==> config.mk <==
export PLATFORM = sky130hd
export DESIGN_NAME = uart_tx_arbiter
export DESIGN_NICKNAME = d
export VERILOG_FILES = /design/src/rtl/uart_tx_arbiter.sv
export SDC_FILE = /design/constraint.sdc
export NUM_CORES = 1
export LEC_CHECK = 0
export ABC_AREA = 1
export CAP_MARGIN = 10
export CORE_MARGIN = 2
export CORE_UTILIZATION = 52
export CTS_BUF_LIST = sky130_fd_sc_hd__clkbuf_16
export DETAILED_ROUTE_END_ITERATION = 16
export GPL_ROUTABILITY_DRIVEN = 0
export PLACE_DENSITY = 0.81
export SLEW_MARGIN = 20
export SYNTH_ARGS = -nofsm -noshare
export SYNTH_HDL_FRONTEND = slang
export SYNTH_SLANG_ARGS = --single-unit
==> constraint.sdc <==
create_clock -name clk -period 6.7 [get_ports clk]
set_input_delay 1.34 -clock clk [delete_from_list [all_inputs] [get_ports clk]]
set_output_delay 1.34 -clock clk [all_outputs]
set_load 0.005 [all_outputs]
==> src/rtl/uart_tx_arbiter.sv <==
// uart_tx_arbiter
//   Shares one single-byte UART transmitter among N_REQ byte-stream
//   requesters. Arbitration is round-robin at packet granularity: the
//   granted requester owns the transmitter until its last byte has left
//   the line. Each byte is handed over with a one-cycle start pulse and
//   the transmitter's busy handshake. An optional guard gap follows each
//   packet, and a requester that stalls mid-packet is aborted.
//
// Ports
//   clk         system clock
//   reset_n     asynchronous active-low reset
//   req_valid   per-requester byte available
//   req_data    per-requester byte, requester i on [8i+7:8i]
//   req_last    byte is the final byte of its packet
//   req_ready   byte accepted this cycle when valid & ready
//   grant       one-hot transmitter owner, zero when idle
//   uart_start  one-cycle start pulse to the transmitter
//   uart_data   byte to transmit, held until the next byte is accepted
//   uart_busy   transmitter busy, rises the cycle after uart_start
//   abort       one-cycle pulse when a stalled packet is aborted
//   abort_id    index of the aborted requester, holds its last value
module uart_tx_arbiter #(
  parameter int N_REQ      = 4,
  parameter int GAP_CYCLES = 0,
  parameter int STALL_MAX  = 1024
) (
  input  logic               clk,
  input  logic               reset_n,
  input  logic [N_REQ-1:0]   req_valid,
  input  logic [8*N_REQ-1:0] req_data,
  input  logic [N_REQ-1:0]   req_last,
  output logic [N_REQ-1:0]   req_ready,
  output logic [N_REQ-1:0]   grant,
  output logic               uart_start,
  output logic [7:0]         uart_data,
  input  logic               uart_busy,
  output logic               abort,
  output logic [2:0]         abort_id
);

  localparam int SW = (STALL_MAX > 1) ? $clog2(STALL_MAX) : 1;
  localparam int GW = (GAP_CYCLES > 1) ? $clog2(GAP_CYCLES) : 1;
  localparam logic [SW-1:0] STALL_LIM = SW'((STALL_MAX > 0) ? STALL_MAX - 1 : 0);
  localparam logic [GW-1:0] GAP_LIM   = GW'((GAP_CYCLES > 0) ? GAP_CYCLES - 1 : 0);
  localparam logic [N_REQ-1:0] ONE_HOT0 = N_REQ'(1);

  typedef enum logic [2:0] {
    S_IDLE, S_FETCH, S_START, S_WAIT_HI, S_WAIT_LO, S_GAP
  } state_t;

  state_t            r_state, w_state_nxt;
  logic [N_REQ-1:0]  r_grant, w_grant_nxt;
  logic [2:0]        r_ptr, w_ptr_nxt;        // last winner == current owner
  logic [7:0]        r_data, w_data_nxt;
  logic              r_last, w_last_nxt;
  logic [SW-1:0]     r_stall, w_stall_nxt;
  logic [GW-1:0]     r_gap, w_gap_nxt;
  logic              r_abort, w_abort_nxt;
  logic [2:0]        r_abort_id, w_abort_id_nxt;

  logic [2:0]        w_win_idx;
  int                w_dist, w_best;
  logic              w_sel_valid, w_sel_last;
  logic [7:0]        w_sel_data;

  // Round-robin pick: smallest upward distance from r_ptr+1, wrapping.
  always_comb begin
    w_win_idx = r_ptr;
    w_best    = N_REQ;
    w_dist    = 0;
    for (int j = 0; j < N_REQ; j++) begin
      w_dist = j - int'(r_ptr) - 1;
      if (w_dist < 0) w_dist = w_dist + N_REQ;
      if (req_valid[j] && (w_dist < w_best)) begin
        w_best    = w_dist;
        w_win_idx = 3'(j);
      end
    end
  end

  // Inputs of the current owner.
  always_comb begin
    w_sel_valid = 1'b0;
    w_sel_last  = 1'b0;
    w_sel_data  = 8'h00;
    for (int j = 0; j < N_REQ; j++) begin
      if (r_ptr == 3'(j)) begin
        w_sel_valid = req_valid[j];
        w_sel_last  = req_last[j];
        w_sel_data  = req_data[8*j +: 8];
      end
    end
  end

  always_comb begin
    w_state_nxt    = r_state;
    w_grant_nxt    = r_grant;
    w_ptr_nxt      = r_ptr;
    w_data_nxt     = r_data;
    w_last_nxt     = r_last;
    w_stall_nxt    = r_stall;
    w_gap_nxt      = r_gap;
    w_abort_nxt    = 1'b0;
    w_abort_id_nxt = r_abort_id;
    case (r_state)
      S_IDLE: begin
        if (|req_valid) begin
          w_grant_nxt = ONE_HOT0 << w_win_idx;
          w_ptr_nxt   = w_win_idx;
          w_stall_nxt = '0;
          w_state_nxt = S_FETCH;
        end
      end
      S_FETCH: begin
        if (w_sel_valid) begin
          w_data_nxt  = w_sel_data;
          w_last_nxt  = w_sel_last;
          w_stall_nxt = '0;
          w_state_nxt = S_START;
        end else if ((STALL_MAX != 0) && (r_stall == STALL_LIM)) begin
          w_abort_nxt    = 1'b1;
          w_abort_id_nxt = r_ptr;
          w_grant_nxt    = '0;
          w_stall_nxt    = '0;
          w_state_nxt    = S_IDLE;
        end else begin
          w_stall_nxt = r_stall + 1'b1;
        end
      end
      S_START:   w_state_nxt = S_WAIT_HI;
      S_WAIT_HI: if (uart_busy) w_state_nxt = S_WAIT_LO;
      S_WAIT_LO: begin
        if (!uart_busy) begin
          if (r_last) begin
            w_grant_nxt = '0;
            w_gap_nxt   = '0;
            w_state_nxt = (GAP_CYCLES == 0) ? S_IDLE : S_GAP;
          end else begin
            w_state_nxt = S_FETCH;
          end
        end
      end
      S_GAP: begin
        if (r_gap == GAP_LIM) w_state_nxt = S_IDLE;
        else                  w_gap_nxt   = r_gap + 1'b1;
      end
      default: begin
        w_state_nxt = S_IDLE;
        w_grant_nxt = '0;
      end
    endcase
  end

  always_ff @(posedge clk or negedge reset_n) begin
    if (!reset_n) begin
      r_state    <= S_IDLE;
      r_grant    <= '0;
      r_ptr      <= 3'(N_REQ - 1);
      r_data     <= 8'h00;
      r_last     <= 1'b0;
      r_stall    <= '0;
      r_gap      <= '0;
      r_abort    <= 1'b0;
      r_abort_id <= 3'd0;
    end else begin
      r_state    <= w_state_nxt;
      r_grant    <= w_grant_nxt;
      r_ptr      <= w_ptr_nxt;
      r_data     <= w_data_nxt;
      r_last     <= w_last_nxt;
      r_stall    <= w_stall_nxt;
      r_gap      <= w_gap_nxt;
      r_abort    <= w_abort_nxt;
      r_abort_id <= w_abort_id_nxt;
    end
  end

  assign req_ready  = (r_state == S_FETCH) ? r_grant : '0;
  assign grant      = r_grant;
  assign uart_start = (r_state == S_START);
  assign uart_data  = r_data;
  assign abort      = r_abort;
  assign abort_id   = r_abort_id;

endmodule
# Word level (Yosys, flattened, before mapping)
# Index checks and enable logic that the tools add are counted.
[totals]
ff_bits = 34
in_bits = 43
out_inout_bits = 21
wordCells = 117
[classes]
n_addsub = 14
order_cmp = 8
eq_ne = 17
n_shift = 1
muxes = 49
bitwise_logic = 2
n_reduce_logical = 17
[ops]
columns = ["operator", "count"]
rows = [
  ["$mux W32", 7],
  ["$lt A32 B32 Y1", 3],
  ["$lt A32 B4 Y1 const B", 1],
  ["$mux W8", 4],
  ["$mux W10", 3],
  ["$mux W3", 10],
  ["$add A5 B4 Y6 const B", 4],
  ["$mux W4", 6],
  ["$lt A5 B1 Y1 const B", 4],
  ["$pmux W10 S2", 1],
  ["$sub A4 B2 Y5 const B", 4],
  ["$pmux W3 S6", 1],
  ["$pmux W4 S4", 1],
  ["$mux W1", 15],
  ["$ne A2 B2 Y1 const B", 7],
  ["$eq A3 B2 Y1 const B", 4],
  ["$add A10 B1 Y10 const B", 1],
  ["$eq A10 B10 Y1 const B", 1],
  ["$sub A1 B3 Y4 const A", 2],
  ["$sub A2 B3 Y4 const A", 2],
  ["$eq A3 B1 Y1 const B", 2],
  ["$eq A3 B3 Y1 const B", 2],
  ["$logic_not A3 Y1", 2],
  ["$reduce_and A2 Y1", 3],
  ["12 further kinds", 18],
]

# Longest topological paths before layout
# Gate-level depths: netlist of the first run.
[depth]
depth_word = 19
mapped_depth = 53
ltp_nobuf = 51

# Worst setup path after synthesis of the first run
# OpenSTA, ideal clock, no wires.
[synth_path]
kind = "register to register"
from = "register r_ptr[0]"
to = "register r_grant[1] (netlist: grant[1])"
setup_time_ps = 116
arrival_time_ps = 5368
required_time_ps = 6584
setup_slack_ps = 1216
stages_incl_launch_ff = 50
n_path_buf = 2
period_less_slack_ps = 5484
cell_sequence = "dfstp_2 > buf_6 > inv_6 > ha_1 > ha_1 > nor2_1 > nand3_1 > o21ai_0 > inv_1 > ha_1 > inv_1 > nand2_1 > nand2_1 > nand3_2 > nand2_4 > nand3_1 > ha_1 > inv_1 > (+14 left out) > nand2_1 > nand2_1 > nand2_2 > nand2_2 > clkbuf_1 > nand2_1 > o21ai_0 > ha_1 > a21oi_1 > nand2_1 > nand2_1 > nand2_1 > nand2_1 > nand2_2 > nand3_1 > inv_1 > nand2_1 > nand2_1"
[synth_via]
elab_chain_len = 19
elab_cells_between_ends = 48
cone_classes = "add/sub: 12; order compare: 8; eq/ne: 4; shift: 1; mux: 17; reduce/logical: 6"
[synth_rtl]
columns = ["item", "line", "source"]
rows = [
  ["from (decl)", "53", "logic [2:0] r_ptr, w_ptr_nxt;"],
  ["from (signal assigned)", "158", "r_ptr <= 3'(N_REQ - 1);"],
  ["from (signal assigned)", "168", "r_ptr <= w_ptr_nxt;"],
  ["$sub A1 B3 Y4", "72", "w_dist = j - int'(r_ptr) - 1;"],
  ["$sub A4 B2 Y5", "72", ""],
  ["$add A5 B4 Y6 or $lt A5 B1 Y1 (tied branches)", "73", "if (w_dist < 0) w_dist = w_dist + N_REQ;"],
  ["$mux W32", "73", ""],
  ["$lt A32 B4 Y1", "74", "if (req_valid[j] && (w_dist < w_best)) begin"],
  ["$logic_and A1 B1 Y1", "74", ""],
  ["$mux W32", "74", ""],
  ["$lt A32 B32 Y1", "74", ""],
  ["(+3 left out)", "--", ""],
  ["$logic_and A1 B1 Y1", "74", ""],
  ["$mux W32", "74", ""],
  ["$lt A32 B32 Y1", "74", ""],
  ["$logic_and A1 B1 Y1", "74", ""],
  ["$mux W3", "74", ""],
  ["$shl A1 B3 Y4", "108", "w_grant_nxt = ONE_HOT0 << w_win_idx;"],
  ["$mux W4", "107", "if (|req_valid) begin"],
  ["$pmux W4 S4", "105", "case (r_state)"],
  ["to (signal assigned)", "167", "r_grant <= w_grant_nxt;"],
  ["to (decl)", "52", "logic [N_REQ-1:0] r_grant, w_grant_nxt;"],
]
# Several ways; a longest one is shown, not always the timed one. The select of a mux whose other input is x is not followed.
# A chain may end at the register's enable or synchronous reset.

# Worst setup path in the final report of the first run
[layout_path]
from = "register r_ptr[0]"
to = "register r_grant[2] (netlist: grant[2])"
# The elaborated chain is that of the path after synthesis.

==> flow_metrics.tcl, run 1 <==
set metrics [dict create \
    status "finished, final reports clean" \
    start_util_pct 54.16 \
    slew_headroom_pct 56.97 \
    arrival_ns 6.17 \
    synth_nets 519 \
    io_buffers 63 \
    tightestPinTransition_ns 0.6440 \
    skew_ns 0.002393 \
    worst_setup_path_start_kind "flip-flop" \
    area_delta_synth_final_pct 27.86 \
    io_pins 64 \
    syn_area_per_cell_um2 6.742 \
    firstDrtPassIters 5 \
    finalHoldViolCount 0 \
    cts_tree "built" \
    root_buffer "clkbuf_16" \
    ant_nets 0 \
    maxCapViolCount 0 \
    hp-class "reg -> reg" \
    vias_per_cell 5.304 \
    grt_use_total_pct 24.99 \
    synth-seq-area-share_pct 27.61 \
    layout_commonest_cell "nand2_1" \
    most-common-layout-cells "113 x nand2_1, 63 x clkdlybuf4s50_1, 61 x inv_1" \
    cts_sinks 33 \
    rsz0062_at_grt "no" \
    critical_path.max_fanout 13 \
    finalSetupTns_ns 0 \
    antenna_found_initial 0 \
    synth.ff_latch_count 33 \
    h-tree-depth 2 \
    insertion_delay_ns 0.27 \
    syn_area_mm2 0.003000 \
    core_area_mm2 0.005540 \
    setup_viol 0 \
    rows 27 \
    die_h_um 79.96 \
    synth.distinct_cells 40 \
    die_x_um 79.96 \
    num_vias 3071 \
    grt_pass1_vias 2976 \
    netlist_instances 445 \
    clk_pin_slew_ns 0.05 \
    wl_mm 7.557 \
    drcViolationCount 0 \
    cp_slowest_cell "dfstp_4" \
    grt.overflow.total 0 \
    path_class "reg -> reg" \
    cts_buffers 5 \
    hpwl_mm 5.967 \
    die_area_mm2 0.006394 \
    cp_common_cell "nand2_1" \
    post_cts_buffers 0 \
    cp_data_required_time_ns 6.89 \
    max_stage_delay_ns 0.71 \
    nFillCells 515 \
    grt_first_pass_wirelength_mm 12.81 \
    yosysWarnings 0 \
    final_nets 580 \
    grt_max_degree 34 \
    layout_min_cycle_time_ns 5.972 \
    drv_slew 0 \
    drive_gt1_share_pct 6.114 \
    fin_crit_sh_pct 89.13 \
    clockBufferDepth 2 \
    fmax_mhz 167.5 \
    wl_per_cell_um 13.05 \
    first_iter_violations 217 \
    cp-end-kind "flip-flop" \
    antenna_cells 0 \
]
==> routing by layer <==
layer / share of wire [%] / vias to the layer above / global-route usage [%] / wire, um
li1: - / 1582 / - / -
met1: 43 / 1391 / 31.26 / 3281
met2: 48 / 90 / 43.17 / 3656
met3: 7.1 / 8 / 6.448 / 538
met4: 1.1 / 0 / 5.593 / 80
met5: 0 / - / 0 / 0
==> timing repair <==
| item | 4_1_cts | 5_1_grt |
|---|---|---|
| gates resized for setup | 0 | 3 |
| hold buffers | 0 | 0 |
| endpoints found under the setup margin | 0 | 6 |
==> synthesized netlist by cell type, drive strengths merged <==
cell type  instances  area share (%)
nor2              39             5.5
ha                31              13
a21oi             21             3.5
a31oi              1            0.21
o21a               1            0.25
o31ai              1            0.25
dfrtp             31              26
mux2               1            0.38
o41ai              1            0.29
o32ai              1            0.29
o211ai            11             2.8
nand3             48             8.2
nand3b             1            0.25
a21o               8             2.0
nand4              1            0.21
nand2            122              16
clkinv             1            0.12
xnor2              2            0.58
o21bai             1            0.25
nor4               2            0.42
buf                2            0.50
o22ai              3            0.63
clkbuf             9             1.1
a22oi              1            0.25
xor2               4             1.2
inv               64             8.2
a32o               1            0.33
nor3               7             1.2
o21ai             26             4.3
dfstp              2             1.8
and3               1            0.21
==> kinds of logic after synthesis <==
| logic type | synth area share [%] |
|---|---|
| and+or+nand+nor | 32.07 |
| AOI/OAI and AO/OA | 15.35 |
| adders and majority gates | 12.93 |
| DFF | 27.61 |
| muxes | 0.3753 |
| xor gates and xnor gates | 1.751 |
| buffers and inverters | 9.925 |
==> cell type report <==
cell class	instances	area [um^2]	share of cell area, %
Inverter	65	249.0	6.491
Multi-Input combinational cell	336	1881	49.02
Sequential cell	33	832.0	21.69
Timing Repair Buffer	65	645.6	16.83
Tap cell	72	90.09	2.348
Clock buffer	5	125.1	3.262
Clock inverter	3	13.76	0.3588
==> per-stage QoR <==
step	setup slack (ns)	hold WS [ns]	instance area [um^2]	util (%)	std cells
floorplan	1.216	0.4736	3000	-	445
global placement	0.8403	0.4592	3687	66.55	571
detailed placement	0.6805	0.4655	3687	66.55	571
CTS	0.6675	0.4767	3826	69.06	579
global route	0.07773	0.4934	3836	69.24	579
finish	0.7284	0.4755	3836	69.24	579
==> worst max-delay path, delay by kind of cell (launching register included) <==
family                     cells  cell delay [ns]
AOI/OAI and AO/OA              6             0.81
adders and majority gates      6             1.76
and+or+nand+nor               28             2.23
DFF                            1             0.71
buffers and inverters          6             0.38
==> sequential cells by signal (all words and copies together) (netlist names) <==
register	flops
abort	1
abort_id	3
grant	4
r_last	1
r_ptr	3
r_stall	10
r_state	3
uart_data	8
==> worst paths after layout <==
kind	slack, ns	start	cells past startpoint	to
worst min-delay path	0.48	uart_data[4]	1	uart_data[4]
worst max register to register	0.73	r_ptr[0]	46	grant[2]
worst min register to register	0.48	uart_data[4]	1	uart_data[4]
min in group asynchronous	1.46	reset_n	2	r_stall[7]
worst max-delay path	0.73	r_ptr[0]	46	grant[2]
max in group asynchronous	4.91	reset_n	2	r_ptr[1]
Power of run 1 is not shown: default switching activity piles up to over one toggle a cycle in this logic, so the estimate is an artifact.
==> run 2, diff against run 1 <==
Settings changed: HOLD_SLACK_MARGIN from default to 0.1.
==> results of run 2 <==
No change in the layout: final DEF, timing and power equal those of run 1.
Power of run 2 is left out for the same reason.
